<file path="src/rtl/seg_scroll_ctrl.sv">
// seg_scroll_ctrl: scrolls an 8-slot active-low 7-segment message across four digits
module seg_scroll_ctrl #(
  parameter int DIV = 4
) (
  input  logic       ck,
  input  logic       rs,
  input  logic       wr_en,
  input  logic [2:0] wr_addr,
  input  logic [6:0] wr_char,
  input  logic [3:0] len,
  input  logic [3:0] loops,
  input  logic       dir,
  input  logic       start,
  input  logic       stop,
  output logic [6:0] hex0,
  output logic [6:0] hex1,
  output logic [6:0] hex2,
  output logic [6:0] hex3,
  output logic [3:0] pos,
  output logic       busy,
  output logic       wrap,
  output logic       done
);
  localparam int CW = DIV > 1 ? $clog2(DIV) : 1;
  typedef enum logic [1:0] {IDLE, RUN, PAUSE} state_t;
  state_t state, state_n;
  logic [CW-1:0] presc, presc_n;
  logic [3:0] p_n, len_l, len_n, loops_l, loops_n, lcnt, lcnt_n, last, step_p;
  logic wrap_n, done_n;
  logic [6:0] msg [8];
  logic [6:0] hex_n [4];
  assign busy = state != IDLE;
  assign last = len_l + 4'd3;
  assign step_p = dir ? (pos == 4'd0 ? last : pos - 4'd1) : (pos == last ? 4'd0 : pos + 4'd1);
  // j wraps to >= 28 when p + k < 4, so one compare against L covers both bounds
  for (genvar k = 0; k < 4; k++) begin : g_dig
    logic [4:0] j;
    assign j = {1'b0, pos} + 5'(k) - 5'd4;
    assign hex_n[k] = j < {1'b0, len_l} ? msg[j[2:0]] : 7'h7F;
  end
  always_comb begin
    state_n = state;
    p_n = pos;
    presc_n = presc;
    lcnt_n = lcnt;
    len_n = len_l;
    loops_n = loops_l;
    wrap_n = 1'b0;
    done_n = 1'b0;
    case (state)
      IDLE: if (start && !stop) begin
        state_n = RUN;
        len_n = len == 4'd0 ? 4'd1 : len > 4'd8 ? 4'd8 : len;
        loops_n = loops;
        lcnt_n = 4'd0;
        presc_n = '0;
      end
      RUN: if (stop) state_n = PAUSE;
      else if (presc == CW'(DIV - 1)) begin
        presc_n = '0;
        p_n = step_p;
        if (step_p == 4'd0) begin
          wrap_n = 1'b1;
          lcnt_n = lcnt + 4'd1;
          if (loops_l != 4'd0 && lcnt_n == loops_l) begin
            done_n = 1'b1;
            state_n = IDLE;
          end
        end
      end else presc_n = presc + CW'(1);
      PAUSE: if (stop) begin
        state_n = IDLE;
        p_n = 4'd0;
        presc_n = '0;
      end else if (start) state_n = RUN;
      default: state_n = IDLE;
    endcase
  end
  always_ff @(posedge ck or negedge rs) begin
    if (!rs) begin
      state <= IDLE;
      pos <= 4'd0;
      presc <= '0;
      lcnt <= 4'd0;
      len_l <= 4'd1;
      loops_l <= 4'd0;
      wrap <= 1'b0;
      done <= 1'b0;
    end else begin
      state <= state_n;
      pos <= p_n;
      presc <= presc_n;
      lcnt <= lcnt_n;
      len_l <= len_n;
      loops_l <= loops_n;
      wrap <= wrap_n;
      done <= done_n;
    end
  end
  always_ff @(posedge ck or negedge rs) begin
    if (!rs) for (int i = 0; i < 8; i++) msg[i] <= 7'h7F;
    else if (wr_en) msg[wr_addr] <= wr_char;
  end
  always_ff @(posedge ck or negedge rs) begin
    if (!rs) {hex3, hex2, hex1, hex0} <= {4{7'h7F}};
    else {hex3, hex2, hex1, hex0} <= {hex_n[3], hex_n[2], hex_n[1], hex_n[0]};
  end
endmodule

</file>
<file path="config.mk">
export PLATFORM = sky130hd
export DESIGN_NAME = seg_scroll_ctrl
export DESIGN_NICKNAME = d
export VERILOG_FILES = /design/src/rtl/seg_scroll_ctrl.sv
export SDC_FILE = /design/constraint.sdc
export NUM_CORES = 1
export LEC_CHECK = 0
export ABC_AREA = 0
export CAP_MARGIN = 10
export CORE_MARGIN = 2
export CORE_UTILIZATION = 25
export DETAILED_ROUTE_END_ITERATION = 8
export GPL_TIMING_DRIVEN = 1
export PLACE_DENSITY = 0.46
export SYNTH_ARGS = -nofsm -noshare
export SYNTH_HDL_FRONTEND = slang
export SYNTH_SLANG_ARGS = --single-unit
</file>
<file path="constraint.sdc">
create_clock -name ck -period 7.6 [get_ports ck]
set_clock_uncertainty 0.2 [all_clocks]
set_input_delay 1.52 -clock ck [delete_from_list [all_inputs] [get_ports ck]]
set_output_delay 1.52 -clock ck [all_outputs]
set_load 0.01 [all_outputs]
</file>
Word-level counts from Yosys, hierarchy flattened:

Index checks and enable logic that the tools add are counted.

* eq/ne operators: 14
* add/subtract/negate cells: 12
* magnitude comparators: 11
* reductions and logical operators: 18
* bitwise logic cells: 5
* mux-type cells: 55

Operators by type and width (number)
* 7-bit 2-to-1 mux: 13
* 7-bit binary-select mux with 3-bit select: 4
* 56-bit bitwise mux: 1
* 4-bit 2-to-1 mux: 12
* 2-bit 2-to-1 mux: 11
* 7-bit demux with 3-bit select: 1
* 4-bit >= comparator, second input constant: 5
* 5-bit by 4-bit less-than comparator with 1-bit output: 4
* 3-bit inverter with 4-bit output: 5
* 4-bit case mux with 2 select lines: 2
* 5-bit by 3-bit subtractor with 5-bit output, second input constant: 3
* 4-bit logical NOT: 3
* 3-bit inequality test, second input constant: 4
* 2-bit case mux with 3 select lines: 2
* 4-bit by 2-bit adder with 5-bit output, second input constant: 2
* 2-bit inequality test, second input constant: 5
* 5-bit AND reduction: 2
* 1-bit 2-to-1 mux: 9
* 4-bit by 1-bit adder with 4-bit output, second input constant: 2
* 4-bit equality test: 2
* 4-bit AND reduction: 2
* 2-bit nonzero test: 3
* 4-bit by 1-bit adder with 5-bit output, second input constant: 1
* 4-bit by 3-bit subtractor with 5-bit output, second input constant: 1
* other kinds (13): 16

* output and inout bits: 35
* register bits after elaboration: 106

Longest topological paths before layout:

Gate-level depths: netlist of run 1.

* depth in word-level cells: 9
* gate-level depth with buffers: 12
* mapped depth without buffers: 9

Least setup slack after synthesis of run 1:

No wires, ideal clock.

* path type: flip-flop to flip-flop
* start: register pos[1]
* end: register hex3[0]
* buffers on the path: 3
* cell stages (with the launch flop): 13
* path slack: 4.132 ns
* data arrival time: 3.154 ns
* period minus slack after synthesis: 3.468 ns
* required time: 7.287 ns
* setup time: 0.113 ns
* cells stage by stage: dfrtp_1 -> buf_2 -> clkinv_1 -> ha_1 -> clkbuf_1 -> inv_1 -> clkbuf_1 -> ha_1 -> nor2b_1 -> o21ai_0 -> nand2b_1 -> a221oi_1 -> nand3_1

RTL lines
* start, declared: line 19 `output logic [3:0] pos,`
* start signal, assigned: line 91 `pos <= p_n;`
* end signal, assigned: line 105 `if (!rs) {hex3, hex2, hex1, hex0} <= {4{7'h7F}};`
* end signal, assigned: line 106 `else {hex3, hex2, hex1, hex0} <= {hex_n[3], hex_n[2], hex_n[1], hex_n[0]};`
* end, declared: line 18 `output logic [6:0] hex3,`

==> run metrics, run 1 <==
commonest non-fill, non-tap cell in the layout dfstp_2; Layout area overhead 19.4%; GR Util All Layers 14.1%; Yosys reg bits 106; Synthesized Nets 559; total power 2450 uW; Warnings, synthesis 0; Worst EP required 7.64 ns; vias in the first global route 4756; root buf cell clkbuf_16; initial antenna violation count 0; Via density 4.96; CTS tree built; Gates resized, CTS repair 0; Slew Limit Fails 0; total core area 25300 sq um; die width 164 um; placed cell area 7370 sq um; Avg Cell Area, Syn 12.6 sq um; Setup Viol. Count Final 0; clock sinks 106; Worst Setup End Kind register; reg2reg path depth 9; dpl ws 2.34 ns; met1 WL 7.79 mm; Hold Violations, Final 0; CTS Buf Count 9; vias 4429; crit path time final 5.21 ns; Cell Count Post-Placement 877; CTS HTree Levels 3; worst slew pin tran 1.15 ns; antenna cell count 0; final wirelength 17.9 mm; ys async rst share 100%; WL per Instance 20.1 um; hpwl dp 12.5 mm; post-route ant nets 0; RSZ-0062 raised after global routing false; critical path class reg -> reg; ys flop type dfstp_2; total congestion overflow 0; period utilization 68.5%; post-route cell area 7680 sq um; nets 607; Max clock buf depth 2; hold_buf cts 0; Leak 0.00296 uW; WP data arrival 5.25 ns; Startpoint Class register; Final Worst Setup Slack 2.39 ns; Slew HR 23.1%; First DRT Iteration DRCs 366; mapped cell area 6430 sq um; DRT Pass-1 Iters 4; Cell Pwr Density 319 nW/um^2; drc violations 0; sequential cell area fraction in the yosys report 42.9%; non-filler cells, final 893; Port Buffer Count 58; setup bufs post-CTS 0; fraction of layout cells with a size suffix above 1 41.7%; met2 WL 9.11 mm; Cell Rows 58; Reg2Reg Setup Slack 2.39 ns; DIE AREA 27000 sq um; die height 164 um; clk slew on worst S/H paths 0.08 ns; Max Cap Viol 0; gp weighted congestion 0.796; Min-Delay Path Depth 1; Post-synth EDFFs 0; DR top layer met4; worst-skew pair later-pin latency 0.37 ns; Top-Level Pins 59; Fill cells 2607; commonest non-fill, non-tap cells in the layout 85 x dfstp_2, 67 x nand2_1, 60 x mux2_2, 57 x clkdlybuf4s50_1, 56 x mux4_2; Netlist cell types 51; Syn Inst Count 510; setup TNS 0 ns; Starting Density 25.5%; Min-Delay Path Class reg -> reg; outcome finished, final reports clean; met3 wire len 800 um; fmax 192 MHz; largest net degree at the start of global routing 68; CP Max Fanout 63; first-pass GRT wire length 28.4 mm; VDD IR-drop max 0.135 mV
state kept, by name, summed over array words and instances, names as in the netlist:
signal	count
msg	56
hex0	7
hex1	7
hex2	7
hex3	7
lcnt	4
len_l	4
loops_l	4
pos	4
presc	2
state	2
done	1
wrap	1
synthesized netlist by cell type (6+ instances only):
cell	number	area, sq um
nor2_1	14	52.6
nand2b_1	9	56.3
mux4_2	56	1260
dfrtp_1	21	526
clkbuf_1	13	48.8
nand2_1	67	251
dfstp_2	85	2230
inv_1	14	52.6
ha_1	25	313
o21ai_0	11	55.1
nand3_1	35	175
xnor2_1	10	87.6
mux2_2	60	676
buf_2	10	50.1
xor2_1	6	52.6
a21oi_1	10	50.1
logic make-up (layout without fill, tap and decap cells):
logic type      after synthesis  after routing  synth area share [%]
compound gates               45             45                  4.42
xor+xnor                     18             18                  2.88
fa+ha+maj                    25             25                  4.86
buf+inv                      43             96                  2.72
flops                       106            106                  42.9
mux                         117            117                  30.3
simple gates                156            156                  12.0
final timing paths:
check | from | to
worst max-delay path | pos[0]$_DFFE_PN0P_ | hex3[3]$_DFF_PN1_
worst min-delay path | presc[0]$_DFFE_PN0P_ | presc[0]$_DFFE_PN0P_
worst max register to register | pos[0]$_DFFE_PN0P_ | hex3[3]$_DFF_PN1_
worst min register to register | presc[0]$_DFFE_PN0P_ | presc[0]$_DFFE_PN0P_
max in group asynchronous | rs | loops_l[2]$_DFFE_PN0P_
min in group asynchronous | rs | loops_l[1]$_DFFE_PN0P_
metal layers:
layer	global-route usage [%]	vias to the layer above
met1	18.1	2321
met2	24.3	98
met5	0	-
met4	3.40	0
met3	3.19	18
li1	-	1992
area by class of cell:
class	instances	area, sq um	area share, %
clock buffers	10	239	3.11
multi-input cells	361	3520	45.8
flip-flops and latches	106	2760	36.0
clock inverters	6	70.1	0.912
well taps	330	413	5.38
inverters	17	63.8	0.831
repair buffers	63	616	8.02
stage by stage:
step                util [%]  hold slack, ns
floorplan                  -           0.259
global placement        29.2           0.280
detailed placement      29.2           0.296
CTS                     30.4           0.306
global route            30.4           0.329
finish                  30.4           0.298
critical path: stages, from the launching register on:
cell and delay (ns):
dfrtp_4 1.04, clkinv_1 0.60, ha_1 0.89, inv_1 0.46
ha_1 0.40, nor2b_1 0.13, o21ai_0 0.15, nand2b_1 0.07
a221oi_1 0.87, nand3_1 0.17
power breakdown:
group	total (uW)	internal (uW)	leakage, uW	switching, uW
clock network	498	269	0.000154	229
registers	992	826	0.00116	166
logic	957	514	0.00164	443
total	2450	1610	0.00296	837
No activity file was read; power rests on OpenSTA's default activity.
==> run 2: changes to the inputs <==
--- a/config.mk
+++ b/config.mk
@@ -11,7 +11,7 @@
 export CORE_UTILIZATION = 25
 export DETAILED_ROUTE_END_ITERATION = 8
 export GPL_TIMING_DRIVEN = 1
-export PLACE_DENSITY = 0.46
+export PLACE_DENSITY = 0.48
 export SYNTH_ARGS = -nofsm -noshare
 export SYNTH_HDL_FRONTEND = slang
 export SYNTH_SLANG_ARGS = --single-unit
==> constraint.sdc (replaced) <==
create_clock -name ck -period 4.5 [get_ports ck]
set_clock_uncertainty 0.2 [all_clocks]
set_input_delay 0.9 -clock ck [delete_from_list [all_inputs] [get_ports ck]]
set_output_delay 0.9 -clock ck [all_outputs]
set_load 0.01 [all_outputs]
==> run 2 against run 1 <==
  * Critical path depth fell by 7
  * Sequential power rose by 64%
  * Sequential share of layout area fell by 0.22 points
  * Critical endpoint is now pos[0]
  * Largest power group is now combinational cells
==> run metrics, run 2 (synthesis results as in run 1) <==
vias in the first global route 4633; Top-Level Pins 59; Fill cells 2562; die width 164 um; Biggest register msg; vias 4493; max FFs per register 56; commonest non-fill, non-tap cell in the layout dfstp_2; Layout area overhead 20.1%; Port Buffer Count 58; crit path time final 3.31 ns; critical path class reg -> out; DRT Pass-1 Iters 6; placed cell area 7420 sq um; total congestion overflow 0; CTS Buf Count 9; Worst EP required 3.40 ns; period utilization 73.5%; hold_buf cts 0; Gates resized, CTS repair 0; worst-skew pair later-pin latency 0.37 ns; switching power 1450 uW; clk slew on worst S/H paths 0.08 ns; commonest non-fill, non-tap cells in the layout 85 x dfstp_2, 67 x nand2_1, 60 x mux2_2, 57 x clkdlybuf4s50_1, 56 x mux4_2; Flop pwr share 39.4%; root buf cell clkbuf_16; First DRT Iteration DRCs 419; sw frac 34.9%; Setup Viol. Count Final 0; Power Internal 2700 uW; Via density 4.98; Hold Violations, Final 0; die height 164 um; WP data arrival 2.21 ns; post-route core utilization 30.6%; CTS tree built; fraction of layout cells with a size suffix above 1 42.1%; post-route cell area 7730 sq um; setup bufs post-CTS 0; CP Max Fanout 61; WL per Instance 20.1 um; DIE AREA 27000 sq um; Slew HR 27.2%; hpwl dp 12.6 mm; Starting Density 25.5%; RSZ-0062 raised after global routing false; Leak 0.00299 uW; CTS HTree Levels 3; gp weighted congestion 0.777; first-pass GRT wire length 28.0 mm; total core area 25300 sq um; nets 616; Slew Limit Fails 0; GR Util All Layers 13.9%; drc violations 0; Min-Delay Path Class reg -> reg; final wirelength 18.1 mm; Cell Pwr Density 537 nW/um^2; largest net degree at the start of global routing 62; clock sinks 106; fmax 302 MHz; worst slew pin tran 1.09 ns; outcome finished, final reports clean; initial antenna violation count 0; antenna cell count 0; Combinational Power Share 41.0%; Cell Rows 58; VDD IR-drop max 0.229 mV; Worst Setup End Kind output pin; Startpoint Class register; Clk pwr share 19.6%; post-route ant nets 0; setup TNS 0 ns; Max clock buf depth 2; Max Cap Viol 0
run 2: cell types whose count changed in the layout (fill, tap and decap cells not counted), sizes merged:
cell,delta
buf,+9
clkinv,+1
bufinv,-1
run 2: worst paths after layout:
| check | start | end | slack [ns] | cells past startpoint |
|---|---|---|---|---|
| worst max-delay path | pos[0]$_DFFE_PN0P_ | pos[0] | 1.19 | 2 |
| worst min-delay path | presc[1]$_DFFE_PN0P_ | presc[1]$_DFFE_PN0P_ | 0.31 | 2 |
| worst max register to register | pos[2]$_DFFE_PN0P_ | hex0[2]$_DFF_PN1_ | 1.28 | 7 |
| worst min register to register | presc[1]$_DFFE_PN0P_ | presc[1]$_DFFE_PN0P_ | 0.31 | 2 |
| max in group asynchronous | rs | hex1[5]$_DFF_PN1_ | 2.87 | 2 |
| min in group asynchronous | rs | hex2[1]$_DFF_PN1_ | 0.57 | 1 |
run 2: cell type report:
cell class | instances | area (sq um) | share of cell area (%)
flip-flops and latches | 106 | 2760 | 35.8
well taps | 330 | 413 | 5.34
repair buffers | 72 | 683 | 8.84
clock buffers | 10 | 239 | 3.09
inverters | 17 | 63.8 | 0.826
clock inverters | 6 | 65.1 | 0.842
multi-input cells | 361 | 3500 | 45.3
run 2: worst max-delay path, stage by stage, from the launching register on:
cell	delay (ns)
dfrtp_4	0.43
buf_4	0.72
clkdlybuf4s50_1	0.71
run 2: stage by stage:
step	hold WS (ns)	worst slack, ns	power (uW)	cells
after global placement	0.280	1.31	3340	886
after CTS	0.319	1.09	4220	902
after global routing	0.341	1.01	4410	902
final	0.310	1.19	4150	902
after floorplan	0.259	1.03	2620	510
after detailed placement	0.303	1.26	3380	886
run 2: power by group through the flow:
stage	clock (uW)	combinational [uW]	sequential [uW]
after floorplan	0	1010	1610
after global placement	0	1700	1640
after detailed placement	0	1730	1660
after CTS	846	1730	1640
after global routing	887	1850	1670
final	811	1700	1630
run 2: layer usage:
metal,global-route usage (%),share of wire (%),wire length (um)
met2,24.3,51,9310
met3,3.01,4.9,888
met1,17.7,42,7620
met4,3.04,1.6,288
met5,0,0,0
==> run 3: changes to the inputs <==
==> constraint.sdc (replaced) <==
create_clock -name ck -period 2.9 [get_ports ck]
set_clock_uncertainty 0.2 [all_clocks]
set_input_delay 0.58 -clock ck [delete_from_list [all_inputs] [get_ports ck]]
set_output_delay 0.58 -clock ck [all_outputs]
set_load 0.01 [all_outputs]
==> run 3 against run 2 <==
  * Global-route usage is essentially flat
  * Sequential power grew 55%
  * Register-to-register slack got worse by 1.0 ns
  * First-iteration DRC count decreased by 13%
  * Final area up 2.3%
  * Count of clock-buffer cells in the layout is 1 higher
  * Critical path depth rose by 7
  * Routed wire length is 0.82% higher
  * Non-clock buffer count grew 24
  * Core utilization rose by 0.72 points
  * Sequential share of layout area shrank 0.80 points
  * Largest power group unchanged
  * Highest routed layer unchanged
==> run metrics, run 3 (synthesis results as in run 1) <==
outcome finished, final reports clean; GRT Max-Usage Layer met2; Hold Violations, Final 0; Slew HR 45.5%; worst-skew pair later-pin latency 0.36 ns; crit path time final 2.63 ns; Leak 0.00310 uW; Cell Rows 58; Slew Limit Fails 0; Worst Setup End Kind register; final wirelength 18.3 mm; vias 4567; fraction of layout cells with a size suffix above 1 44.9%; Min-Delay Path Class reg -> reg; initial antenna violation count 0; Gates resized, CTS repair 0; Port Buffer Count 58; antenna cell count 0; Cell Count Post-Placement 906; total power 6470 uW; setup TNS 0 ns; GR Util met2 22.8%; total congestion overflow 0; gp weighted congestion 0.821; root buf cell clkbuf_16; post-route cell area 7910 sq um; non-filler cells, final 925; CTS HTree Levels 3; commonest non-fill, non-tap cells in the layout 85 x dfstp_2, 67 x nand2_1, 60 x mux2_2, 57 x clkdlybuf4s50_1, 56 x mux4_2; clk slew on worst S/H paths 0.07 ns; die width 164 um; M3 GR Usage 3.52%; commonest non-fill, non-tap cell in the layout dfstp_2; critical path class reg -> reg; Fill cells 2560; DRT Pass-1 Iters 4; clock sinks 106; die height 164 um; CTS tree built; fmax 380 MHz; placed cell area 7610 sq um; DIE AREA 27000 sq um; post-route ant nets 0; Max Cap Viol 0; Startpoint Class register; drc violations 0; VDD IR-drop max 0.303 mV; largest net degree at the start of global routing 57; worst slew pin tran 0.815 ns; total core area 25300 sq um; period utilization 90.6%; hpwl dp 12.7 mm; Layout area overhead 22.9%; GR Util All Layers 13.9%; Top-Level Pins 59; RSZ-0062 raised after global routing false; worst hold slack 0.301 ns; Biggest register msg; reg-to-reg critical path startpoint pos[0]$_DFFE_PN0P_; Starting Density 25.5%; Cell Pwr Density 819 nW/um^2; Worst setup startpoint pos[0]$_DFFE_PN0P_; First DRT Iteration DRCs 366; CP Max Fanout 8; first-pass GRT wire length 28.1 mm; met1 Track Usage GR 18.5%; max FFs per register 56; WP data arrival 2.67 ns; vias in the first global route 4684; CTS Buf Count 9; Via density 4.94; Setup Viol. Count Final 0; WL per Instance 19.7 um; hold_sp presc[1]$_DFFE_PN0P_; Max clock buf depth 2; Worst EP required 2.94 ns; nets 640
## run 3: worst max-delay path, cell delays in order, from the launching register on
cell	delay, ns
dfrtp_4	0.42
clkinv_2	0.16
ha_1	0.30
xor2_1	0.21
buf_4	0.20
nor2_1	0.21
o21ai_1	0.12
o211ai_2	0.29
a31oi_1	0.13
a211o_1	0.28
## run 3: cell type report
cell class	instances	area [sq um]	area share, %
multi-input cells	361	3520	44.6
flip-flops and latches	106	2760	35.0
repair buffers	96	878	11.1
well taps	330	413	5.22
clock buffers	11	233	2.94
inverters	17	67.6	0.854
clock inverters	4	28.8	0.364
## run 3: what timing repair did
action	in CTS	in global routing
endpoints found under the setup margin	0	3
hold buffers	1	0
buffers inserted	0	3
hold endpoints to repair	19	0
## run 3: where the power goes
part	switching, uW	internal, uW	leakage [uW]	total (uW)
registers	358	2160	0.00116	2520
logic	1310	1500	0.00181	2810
clock network	561	581	0.000130	1140
## run 3: worst paths after layout
check                                       endpoint  slack, ns  depth (start not counted)
worst min-delay path            presc[1]$_DFFE_PN0P_       0.30                          2
worst max-delay path             lcnt[2]$_DFFE_PN0P_       0.27                          9
worst min register to register  presc[1]$_DFFE_PN0P_       0.30                          2
worst max register to register   lcnt[2]$_DFFE_PN0P_       0.27                          9
min in group asynchronous         pos[0]$_DFFE_PN0P_       0.47                          2
max in group asynchronous        msg[29]$_DFFE_PN1P_       1.30                          3
## run 3: routing by layer
metal  wire [um]  part of all wire, %  vias up
met4         262                  1.4        0
met5           0                    0        -
met1        8180                   45     2351
met2        8860                   49      131
met3         952                  5.2       23
li1            -                    -     2062
## run 3: through the flow
stage | util (%) | setup slack [ns]
2_1_floorplan | - | 0.0129
3_3_place_gp | 30.1 | 0.238
3_5_place_dp | 30.1 | 0.224
4_1_cts | 31.2 | 0.194
5_1_grt | 31.3 | 0.0769
6_report | 31.3 | 0.272
